### config.mk
export PLATFORM = sky130hd
export DESIGN_NAME = bcp_dispatch_scheduler_flat
export DESIGN_NICKNAME = d
export VERILOG_FILES = /design/src/rtl/bcp_dispatch_scheduler_if.sv /design/src/rtl/bcp_dispatch_scheduler.sv /design/src/flat_wrapper.sv
export SDC_FILE = /design/constraint.sdc
export NUM_CORES = 1
export LEC_CHECK = 0
export BUFFER_PORTS_ARGS = -buffer_cell sky130_fd_sc_hd__buf_2
export CAP_MARGIN = 40
export CORE_MARGIN = 1
export CORE_UTILIZATION = 35
export CTS_CLUSTER_DIAMETER = 80
export DETAILED_ROUTE_END_ITERATION = 8
export GPL_TIMING_DRIVEN = 0
export RECOVER_POWER = 50
export SETUP_SLACK_MARGIN = 0.05
export SYNTH_ARGS = -nofsm -noshare
export SYNTH_HDL_FRONTEND = slang
export SYNTH_SLANG_ARGS = --single-unit
### constraint.sdc
create_clock -name clk_i -period 6.3 [get_ports clk_i]
set_input_delay 1.26 -clock clk_i [delete_from_list [all_inputs] [get_ports clk_i]]
set_output_delay 1.26 -clock clk_i [all_outputs]
set_load 0.02 [all_outputs]
### src/rtl/bcp_dispatch_scheduler_if.sv
// Implication-in / traversal-out handshake bundle for bcp_dispatch_scheduler.
// slave = the scheduler, master = the surrounding environment.
`ifndef ADDR_SIZE
`define ADDR_SIZE 16
`endif

interface bcp_dispatch_scheduler_if #(
    parameter int CNT_W = 8
);
    logic                  lit_valid;
    logic                  lit_ready;
    logic [`ADDR_SIZE-1:0] lit_base;
    logic [CNT_W-1:0]      lit_cnt;
    logic [1:0]            lit_offset;
    logic                  lit_value;

    logic                  te_en;
    logic [`ADDR_SIZE-1:0] te_base;
    logic [1:0]            te_offset;
    logic                  te_value;
    logic                  te_done;
    logic                  te_conflict;

    modport slave (
        input  lit_valid, lit_base, lit_cnt, lit_offset, lit_value, te_done, te_conflict,
        output lit_ready, te_en, te_base, te_offset, te_value
    );

    modport master (
        output lit_valid, lit_base, lit_cnt, lit_offset, lit_value, te_done, te_conflict,
        input  lit_ready, te_en, te_base, te_offset, te_value
    );
endinterface

### src/rtl/bcp_dispatch_scheduler.sv
// BCP dispatch scheduler: queues implications and walks each clause list one word per request.
// Optional watchdog on the WAIT state is enabled by defining BCP_WATCHDOG_EN.
`ifndef ADDR_SIZE
`define ADDR_SIZE 16
`endif

module bcp_dispatch_scheduler #(
    parameter int QUEUE_DEPTH    = 8,
    parameter int CNT_W          = 8,
    parameter int TIMEOUT_CYCLES = 64
) (
    input  logic                    clk_i,
    input  logic                    rst_ni,
    input  logic                    clr_i,
    bcp_dispatch_scheduler_if.slave bus,
    output logic                    busy_o,
    output logic                    done_o,
    output logic                    conflict_o,
    output logic [`ADDR_SIZE-1:0]   conflict_addr_o,
    output logic                    timeout_o
);
    localparam int AW = `ADDR_SIZE;
    localparam int PW = $clog2(QUEUE_DEPTH);

    if (QUEUE_DEPTH < 2 || (QUEUE_DEPTH & (QUEUE_DEPTH - 1)) != 0) begin : g_bad_depth
        $error("QUEUE_DEPTH must be a power of two >= 2");
    end
    if (TIMEOUT_CYCLES < 1) begin : g_bad_timeout
        $error("TIMEOUT_CYCLES must be >= 1");
    end

    typedef struct packed {
        logic [AW-1:0]    base;
        logic [CNT_W-1:0] cnt;
        logic [1:0]       offset;
        logic             value;
    } entry_t;

    typedef enum logic [2:0] {IDLE, POP, ISSUE, WAIT, ERR} state_e;

    state_e           state_q;
    entry_t           mem_q [QUEUE_DEPTH];
    logic [PW-1:0]    wr_ptr_q, rd_ptr_q;
    logic [PW:0]      count_q;
    logic [CNT_W-1:0] cnt_q, idx_q;
    logic [AW-1:0]    te_base_q, conflict_addr_q;
    logic [1:0]       te_offset_q;
    logic             te_value_q, te_en_q;
    logic             rdy_en_q, busy_q, done_q, conflict_q, timeout_q;

    logic   full, push, pop, abort, wd_fire, last_word, more_work;
    entry_t head;

`ifdef BCP_WATCHDOG_EN
    localparam int TW = $clog2(TIMEOUT_CYCLES + 1);
    logic [TW-1:0] wd_cnt_q;

    // Counts cycles spent in WAIT; any other state re-arms it to zero.
    always_ff @(posedge clk_i or negedge rst_ni) begin
        if (!rst_ni)               wd_cnt_q <= '0;
        else if (state_q != WAIT)  wd_cnt_q <= '0;
        else                       wd_cnt_q <= wd_cnt_q + TW'(1);
    end

    assign wd_fire = (state_q == WAIT) && !bus.te_done && (wd_cnt_q == TW'(TIMEOUT_CYCLES - 1));
`else
    assign wd_fire = 1'b0;
`endif

    assign full      = (count_q == (PW+1)'(QUEUE_DEPTH));
    assign head      = mem_q[rd_ptr_q];
    assign abort     = !clr_i && (state_q == WAIT) && ((bus.te_done && bus.te_conflict) || wd_fire);
    // Ready also drops on clear/abort so an accepted implication is never silently lost.
    assign bus.lit_ready = rdy_en_q && !full && (state_q != ERR) && !abort && !clr_i;
    assign push      = bus.lit_valid && bus.lit_ready;
    assign pop       = (state_q == POP);
    assign last_word = ((idx_q + CNT_W'(1)) == cnt_q);
    assign more_work = (count_q != '0) || push;

    always_ff @(posedge clk_i) begin
        if (push) mem_q[wr_ptr_q] <= {bus.lit_base, bus.lit_cnt, bus.lit_offset, bus.lit_value};
    end

    always_ff @(posedge clk_i or negedge rst_ni) begin
        if (!rst_ni) begin
            wr_ptr_q <= '0;
            rd_ptr_q <= '0;
            count_q  <= '0;
        end else if (clr_i || abort) begin
            wr_ptr_q <= '0;
            rd_ptr_q <= '0;
            count_q  <= '0;
        end else begin
            if (push) wr_ptr_q <= wr_ptr_q + PW'(1);
            if (pop)  rd_ptr_q <= rd_ptr_q + PW'(1);
            case ({push, pop})
                2'b10:   count_q <= count_q + (PW+1)'(1);
                2'b01:   count_q <= count_q - (PW+1)'(1);
                default: ;
            endcase
        end
    end

    always_ff @(posedge clk_i or negedge rst_ni) begin
        if (!rst_ni) begin
            state_q         <= IDLE;
            cnt_q           <= '0;
            idx_q           <= '0;
            te_base_q       <= '0;
            te_offset_q     <= '0;
            te_value_q      <= 1'b0;
            te_en_q         <= 1'b0;
            rdy_en_q        <= 1'b0;
            busy_q          <= 1'b0;
            done_q          <= 1'b0;
            conflict_q      <= 1'b0;
            conflict_addr_q <= '0;
            timeout_q       <= 1'b0;
        end else begin
            rdy_en_q <= 1'b1;
            te_en_q  <= 1'b0;
            done_q   <= 1'b0;
            if (clr_i) begin
                state_q    <= IDLE;
                busy_q     <= 1'b0;
                conflict_q <= 1'b0;
                timeout_q  <= 1'b0;
            end else begin
                case (state_q)
                    IDLE: if (count_q != '0) begin
                        state_q <= POP;
                        busy_q  <= 1'b1;
                    end
                    POP: begin
                        // te_base_q doubles as the running word address base+index.
                        cnt_q       <= head.cnt;
                        idx_q       <= '0;
                        te_base_q   <= head.base;
                        te_offset_q <= head.offset;
                        te_value_q  <= head.value;
                        if (head.cnt == '0) begin
                            if ((count_q > (PW+1)'(1)) || push) begin
                                state_q <= POP;
                            end else begin
                                state_q <= IDLE;
                                busy_q  <= 1'b0;
                                done_q  <= 1'b1;
                            end
                        end else begin
                            state_q <= ISSUE;
                            te_en_q <= 1'b1;
                        end
                    end
                    ISSUE: state_q <= WAIT;
                    WAIT: begin
                        if (wd_fire) begin
                            state_q   <= ERR;
                            timeout_q <= 1'b1;
                        end else if (bus.te_done) begin
                            if (bus.te_conflict) begin
                                state_q         <= ERR;
                                conflict_q      <= 1'b1;
                                conflict_addr_q <= te_base_q;
                            end else if (last_word) begin
                                if (more_work) begin
                                    state_q <= POP;
                                end else begin
                                    state_q <= IDLE;
                                    busy_q  <= 1'b0;
                                    done_q  <= 1'b1;
                                end
                            end else begin
                                idx_q     <= idx_q + CNT_W'(1);
                                te_base_q <= te_base_q + AW'(1);
                                state_q   <= ISSUE;
                                te_en_q   <= 1'b1;
                            end
                        end
                    end
                    ERR:     state_q <= ERR;
                    default: state_q <= IDLE;
                endcase
            end
        end
    end

    assign bus.te_en     = te_en_q;
    assign bus.te_base   = te_base_q;
    assign bus.te_offset = te_offset_q;
    assign bus.te_value  = te_value_q;
    assign busy_o          = busy_q;
    assign done_o          = done_q;
    assign conflict_o      = conflict_q;
    assign conflict_addr_o = conflict_addr_q;
    assign timeout_o       = timeout_q;
endmodule

### src/flat_wrapper.sv
// flat-port wrapper written by rule: the top's interface ports become plain ports
module bcp_dispatch_scheduler_flat 
#(
    parameter int QUEUE_DEPTH    = 8,
    parameter int CNT_W          = 8,
    parameter int TIMEOUT_CYCLES = 64
)
  (clk_i, rst_ni, clr_i, busy_o, done_o, conflict_o, conflict_addr_o, timeout_o, bus_lit_valid, bus_lit_base, bus_lit_cnt, bus_lit_offset, bus_lit_value, bus_te_done, bus_te_conflict, bus_lit_ready, bus_te_en, bus_te_base, bus_te_offset, bus_te_value);
  bcp_dispatch_scheduler_if #(.CNT_W(CNT_W)) bus_i ();
  input  logic clk_i;
  input  logic rst_ni;
  input  logic clr_i;
  output logic busy_o;
  output logic done_o;
  output logic conflict_o;
  output logic [`ADDR_SIZE-1:0] conflict_addr_o;
  output logic timeout_o;
  input wire logic [$bits(bus_i.lit_valid)-1:0] bus_lit_valid;
  input wire logic [$bits(bus_i.lit_base)-1:0] bus_lit_base;
  input wire logic [$bits(bus_i.lit_cnt)-1:0] bus_lit_cnt;
  input wire logic [$bits(bus_i.lit_offset)-1:0] bus_lit_offset;
  input wire logic [$bits(bus_i.lit_value)-1:0] bus_lit_value;
  input wire logic [$bits(bus_i.te_done)-1:0] bus_te_done;
  input wire logic [$bits(bus_i.te_conflict)-1:0] bus_te_conflict;
  output wire logic [$bits(bus_i.lit_ready)-1:0] bus_lit_ready;
  output wire logic [$bits(bus_i.te_en)-1:0] bus_te_en;
  output wire logic [$bits(bus_i.te_base)-1:0] bus_te_base;
  output wire logic [$bits(bus_i.te_offset)-1:0] bus_te_offset;
  output wire logic [$bits(bus_i.te_value)-1:0] bus_te_value;
  assign bus_i.lit_valid = bus_lit_valid;
  assign bus_i.lit_base = bus_lit_base;
  assign bus_i.lit_cnt = bus_lit_cnt;
  assign bus_i.lit_offset = bus_lit_offset;
  assign bus_i.lit_value = bus_lit_value;
  assign bus_i.te_done = bus_te_done;
  assign bus_i.te_conflict = bus_te_conflict;
  assign bus_lit_ready = bus_i.lit_ready;
  assign bus_te_en = bus_i.te_en;
  assign bus_te_base = bus_i.te_base;
  assign bus_te_offset = bus_i.te_offset;
  assign bus_te_value = bus_i.te_value;
  bcp_dispatch_scheduler #(.QUEUE_DEPTH(QUEUE_DEPTH), .CNT_W(CNT_W), .TIMEOUT_CYCLES(TIMEOUT_CYCLES)) u_core (.clk_i(clk_i), .rst_ni(rst_ni), .clr_i(clr_i), .bus(bus_i), .busy_o(busy_o), .done_o(done_o), .conflict_o(conflict_o), .conflict_addr_o(conflict_addr_o), .timeout_o(timeout_o));
endmodule
==> impl_metrics.csv <==
group,metric,value,unit
outcome,run_status,"completed",
yosys,syn_nets,796,
setup_path,reg2regPathDepth,10,
die,fp.dieArea,35100,um^2
yosys,synth.area.mux_share,0.1351,
worst_hold_path,min_path_type,"flip-flop to flip-flop",
timing,slew_viol_final,0,
drt,wl_per_cell,20.58,um
yosys,synthAdderAreaFrac,0.008325,
clock_tree,numCtsBuffers,30,
grt,overflow,0,
drt,vias,7178,
setup_path,critical_path_required,5040,ps
yosys,ys.warnings.count,0,
pwr,swShare,0.2892,
clock_tree,cts.reportedPaths.clkPinSlew,60,ps
setup_path,cp-start-kind,"flip-flop",
yosys,synth_top_family_by_area,"multiplexers",
pwr,ir_drop,0.0002081,V
timing,clock_skew,49.59,ps
die,die_x,187.4,um
timing,finalCriticalPeriod,3877,ps
setup_path,cp_max_fo,10,
pwr,powerDensity,351.3,nW/um^2
timing,rsz0062_at_grt,"false",
drt,met2_length,13320,um
yosys,synth.distinct_cells,60,
timing,max_freq,0.2579,GHz
yosys,syn_area,12020,um^2
clock_tree,clock-sinks,285,
drt,dr.pass1.iters,5,
pwr,finalPower,4.983,mW
pwr,sequentialPowerShare,0.460,
setup_path,path_class,"flip-flop to primary output",
die,core_area,33700,um^2
die,rows,67,
die,start_util,0.3568,
grt,grt_pass1_vias,7438,
finish,register_area,8213,um^2
pwr,p_int,3.542,mW
die,pin_count,74,
grt,antenna_found_initial,1,
flow_run,cap_violations,0,
timing,finalSetupViolCount,0,
clock_tree,tritoncts,"built",
clock_tree,cts_resized,0,
clock_tree,htreeDepth,1,
yosys,async_reset_ff_frac,0.2421,
timing,setup_tns,0,ps
yosys,ys_ff_latch,285,
timing,post-route-period-util,0.6154,
finish,nets,932,
finish,drive_above_1_share,0.2456,
clock_tree,cts_max_path_buffers,3,
die,die_y,187.4,um
setup_path,r2r-start,"u_core.state_q[0]$_DFFE_PN0P_",
finish,area_growth,17.96,%
yosys,synth_edf_count,216,
yosys,synthCells,755,
grt,grt_use_total,0.1625,
finish,antenna_cells,0,
yosys,synth_xor_area_frac,0.01020,
drt,wl,27980,um
yosys,avgSynthCellArea,15.93,um^2
setup_path,crit_start,"u_core.state_q[0]$_DFFE_PN0P_",
pwr,leakage,4.870,nW
yosys,synthSimpleGateAreaFrac,0.07534,
setup_path,arrival,2620,ps
clock_tree,holdBufCountCts,0,
drt,drt_drc_violations_left,0,
drt,drt_iter0_markers,502,
yosys,ys_seq_area_frac,0.6830,
grt,grt_max_degree,62,
finish,final_util,0.4209,
timing,hold_viol_final,0,
placement,place.gp.congestion,0.8354,
worst_hold_path,hold_path_depth,2,
drt,wl_met3,1483,um
timing,maxSlewHeadroom,0.3807,
yosys,ys.flop_type,"edfxtp_1",
grt,grt_pass1_wl,43950,um
clock_tree,cts-root-buf,"clkbuf_16",
placement,hpwl,20000,um
yosys,synth_compound_area_frac,0.06639,
drt,met1Wirelength,12400,um
finish,multi_input_area,3605,um^2
drt,post_drt_via_cell_ratio,5.278,
drt,ant_nets,0,
pwr,power.share.clock,0.336,
clock_tree,clk_latency,590,ps
placement,numPortBuffers,72,
pwr,power_frac_comb,0.204,
clock_tree,post_cts_buffers,0,
timing,tightest_slew,929.0,ps
pwr,netSwitchingPower,1.441,mW
finish,n_fill_cell,3094,
worst_hold_path,hold_start,"u_core.cnt_q[0]$_DFFE_PN0P_",
drt,routed.top_layer,"met5",
setup_path,critPathCaptureType,"primary output",
Yosys cell counts, types with 9 or more instances:
master      n  area share
dfrtp_1    69        0.14
mux4_2     51       0.096
nand4_1     9      0.0047
o21ai_0    25       0.010
clkbuf_1   19      0.0059
a211oi_1   10      0.0062
mux2i_1    25       0.021
mux2_2     20       0.019
nand2_1    42       0.013
edfxtp_1  216        0.54
nand3_1    20      0.0083
a21oi_1    19      0.0079
xnor2_1     9      0.0066
nor2_1     38       0.012
buf_2      19      0.0079
nor3_1     22      0.0092
metal layers:
layer / GRT usage / vias to the layer above
met5: 0 / -
met4: 0.04823 / 2
met3: 0.03077 / 54
met2: 0.2627 / 201
met1: 0.2226 / 3663
li1: - / 3258
sequential cells by signal, summed over array words and instances, names as in the netlist:
register	flops
u_core.bus.te_offset	2
u_core.count_q	4
u_core.conflict_addr_o	16
u_core.busy_o	1
u_core.bus.te_en	1
u_core.bus.te_value	1
u_core.wr_ptr_q	3
u_core.conflict_o	1
u_core.cnt_q	8
u_core.idx_q	8
u_core.rdy_en_q	1
u_core.mem_q	216
u_core.done_o	1
u_core.rd_ptr_q	3
u_core.bus.te_base	16
u_core.state_q	3
final timing paths:
| kind | end | slack, ps |
|---|---|---|
| worst max-delay path | bus_lit_ready | 2420 |
| min in group asynchronous | u_core.conflict_addr_o[4]$_DFFE_PN0P_ | 700 |
| worst min register to register | u_core.cnt_q[0]$_DFFE_PN0P_ | 500 |
| worst max register to register | u_core.mem_q[4][22]$_DFFE_PP_ | 2870 |
| max in group asynchronous | u_core.cnt_q[7]$_DFFE_PN0P_ | 4880 |
| worst min-delay path | u_core.cnt_q[0]$_DFFE_PN0P_ | 500 |
cells by family after synthesis:
kind of cell | Yosys count
AOI/OAI and AO/OA | 116
xor gates and xnor gates | 14
adders and majority gates | 8
buffers and inverters | 53
DFF | 285
muxes | 96
other | 2
and+or+nand+nor | 181
power groups by stage:
stage / logic, mW / registers, mW / clock network, mW
floorplan: 0.634 / 2.38 / 0
global placement: 1.01 / 2.33 / 0
detailed placement: 1.03 / 2.33 / 0
CTS: 1.03 / 2.29 / 1.71
global route: 1.12 / 2.31 / 1.79
finish: 1.02 / 2.29 / 1.67
critical path, cell delays in order, from the launching register on:
cell and delay, ps:
dfrtp_1 320, clkbuf_1 300, and3b_1 220, clkbuf_1 220, a31o_1 300, clkbuf_1 460, nor2_1 90, buf_2 170
cell usage in the layout (no fill, tap or decap), types with 4 or more instances in the layout:
| cell | synthesis | final |
|---|---|---|
| o211ai_1 | 4 | 4 |
| nand2_1 | 42 | 42 |
| edfxtp_1 | 216 | 216 |
| mux2i_1 | 25 | 25 |
| buf_2 | 19 | 57 |
| o31ai_1 | 5 | 5 |
| a31oi_1 | 4 | 4 |
| buf_4 | 6 | 29 |
| o22ai_1 | 8 | 8 |
| clkbuf_8 | 0 | 4 |
| ha_1 | 8 | 8 |
| a22oi_1 | 6 | 6 |
| or2_2 | 4 | 4 |
| o311ai_0 | 6 | 6 |
| clkbuf_16 | 0 | 30 |
| nand3_1 | 20 | 20 |
| mux4_2 | 51 | 51 |
| nor2b_1 | 8 | 8 |
| and3_1 | 4 | 4 |
| nor4_1 | 8 | 6 |
| xor2_1 | 5 | 5 |
| nand4_1 | 9 | 9 |
| inv_1 | 7 | 7 |
| a211oi_1 | 10 | 10 |
| or3_1 | 4 | 4 |
| clkbuf_1 | 19 | 61 |
| xnor2_1 | 9 | 9 |
| nand2b_1 | 5 | 5 |
| nor2_1 | 38 | 37 |
| mux2_2 | 20 | 20 |
| nor3_1 | 22 | 19 |
| o32a_1 | 6 | 6 |
| o21ai_0 | 25 | 25 |
| clkinv_2 | 0 | 6 |
| a21oi_1 | 19 | 19 |
| buf_6 | 1 | 6 |
| dfrtp_1 | 69 | 69 |
per-stage QoR:
stage	hold slack [ps]	area (um^2)	worst slack, ps	instances
global route	520.1	14180	2140	1360
finish	500.2	14180	2423	1360
CTS	502.8	14230	2579	1360
global placement	484.0	12940	-2590	1275
detailed placement	490.1	13280	2390	1307
floorplan	465.6	12020	952.0	755
cell type report:
class,count,share of cell area
inverters,7,0.001853
well taps,448,0.03952
repair buffers,104,0.04270
plain buffers,46,0.01570
clock buffers,40,0.05840
clock inverters,13,0.008645
multi-input cells,417,0.2541
flip-flops and latches,285,0.5790
Note: power is estimated with default switching activity, not from simulation.
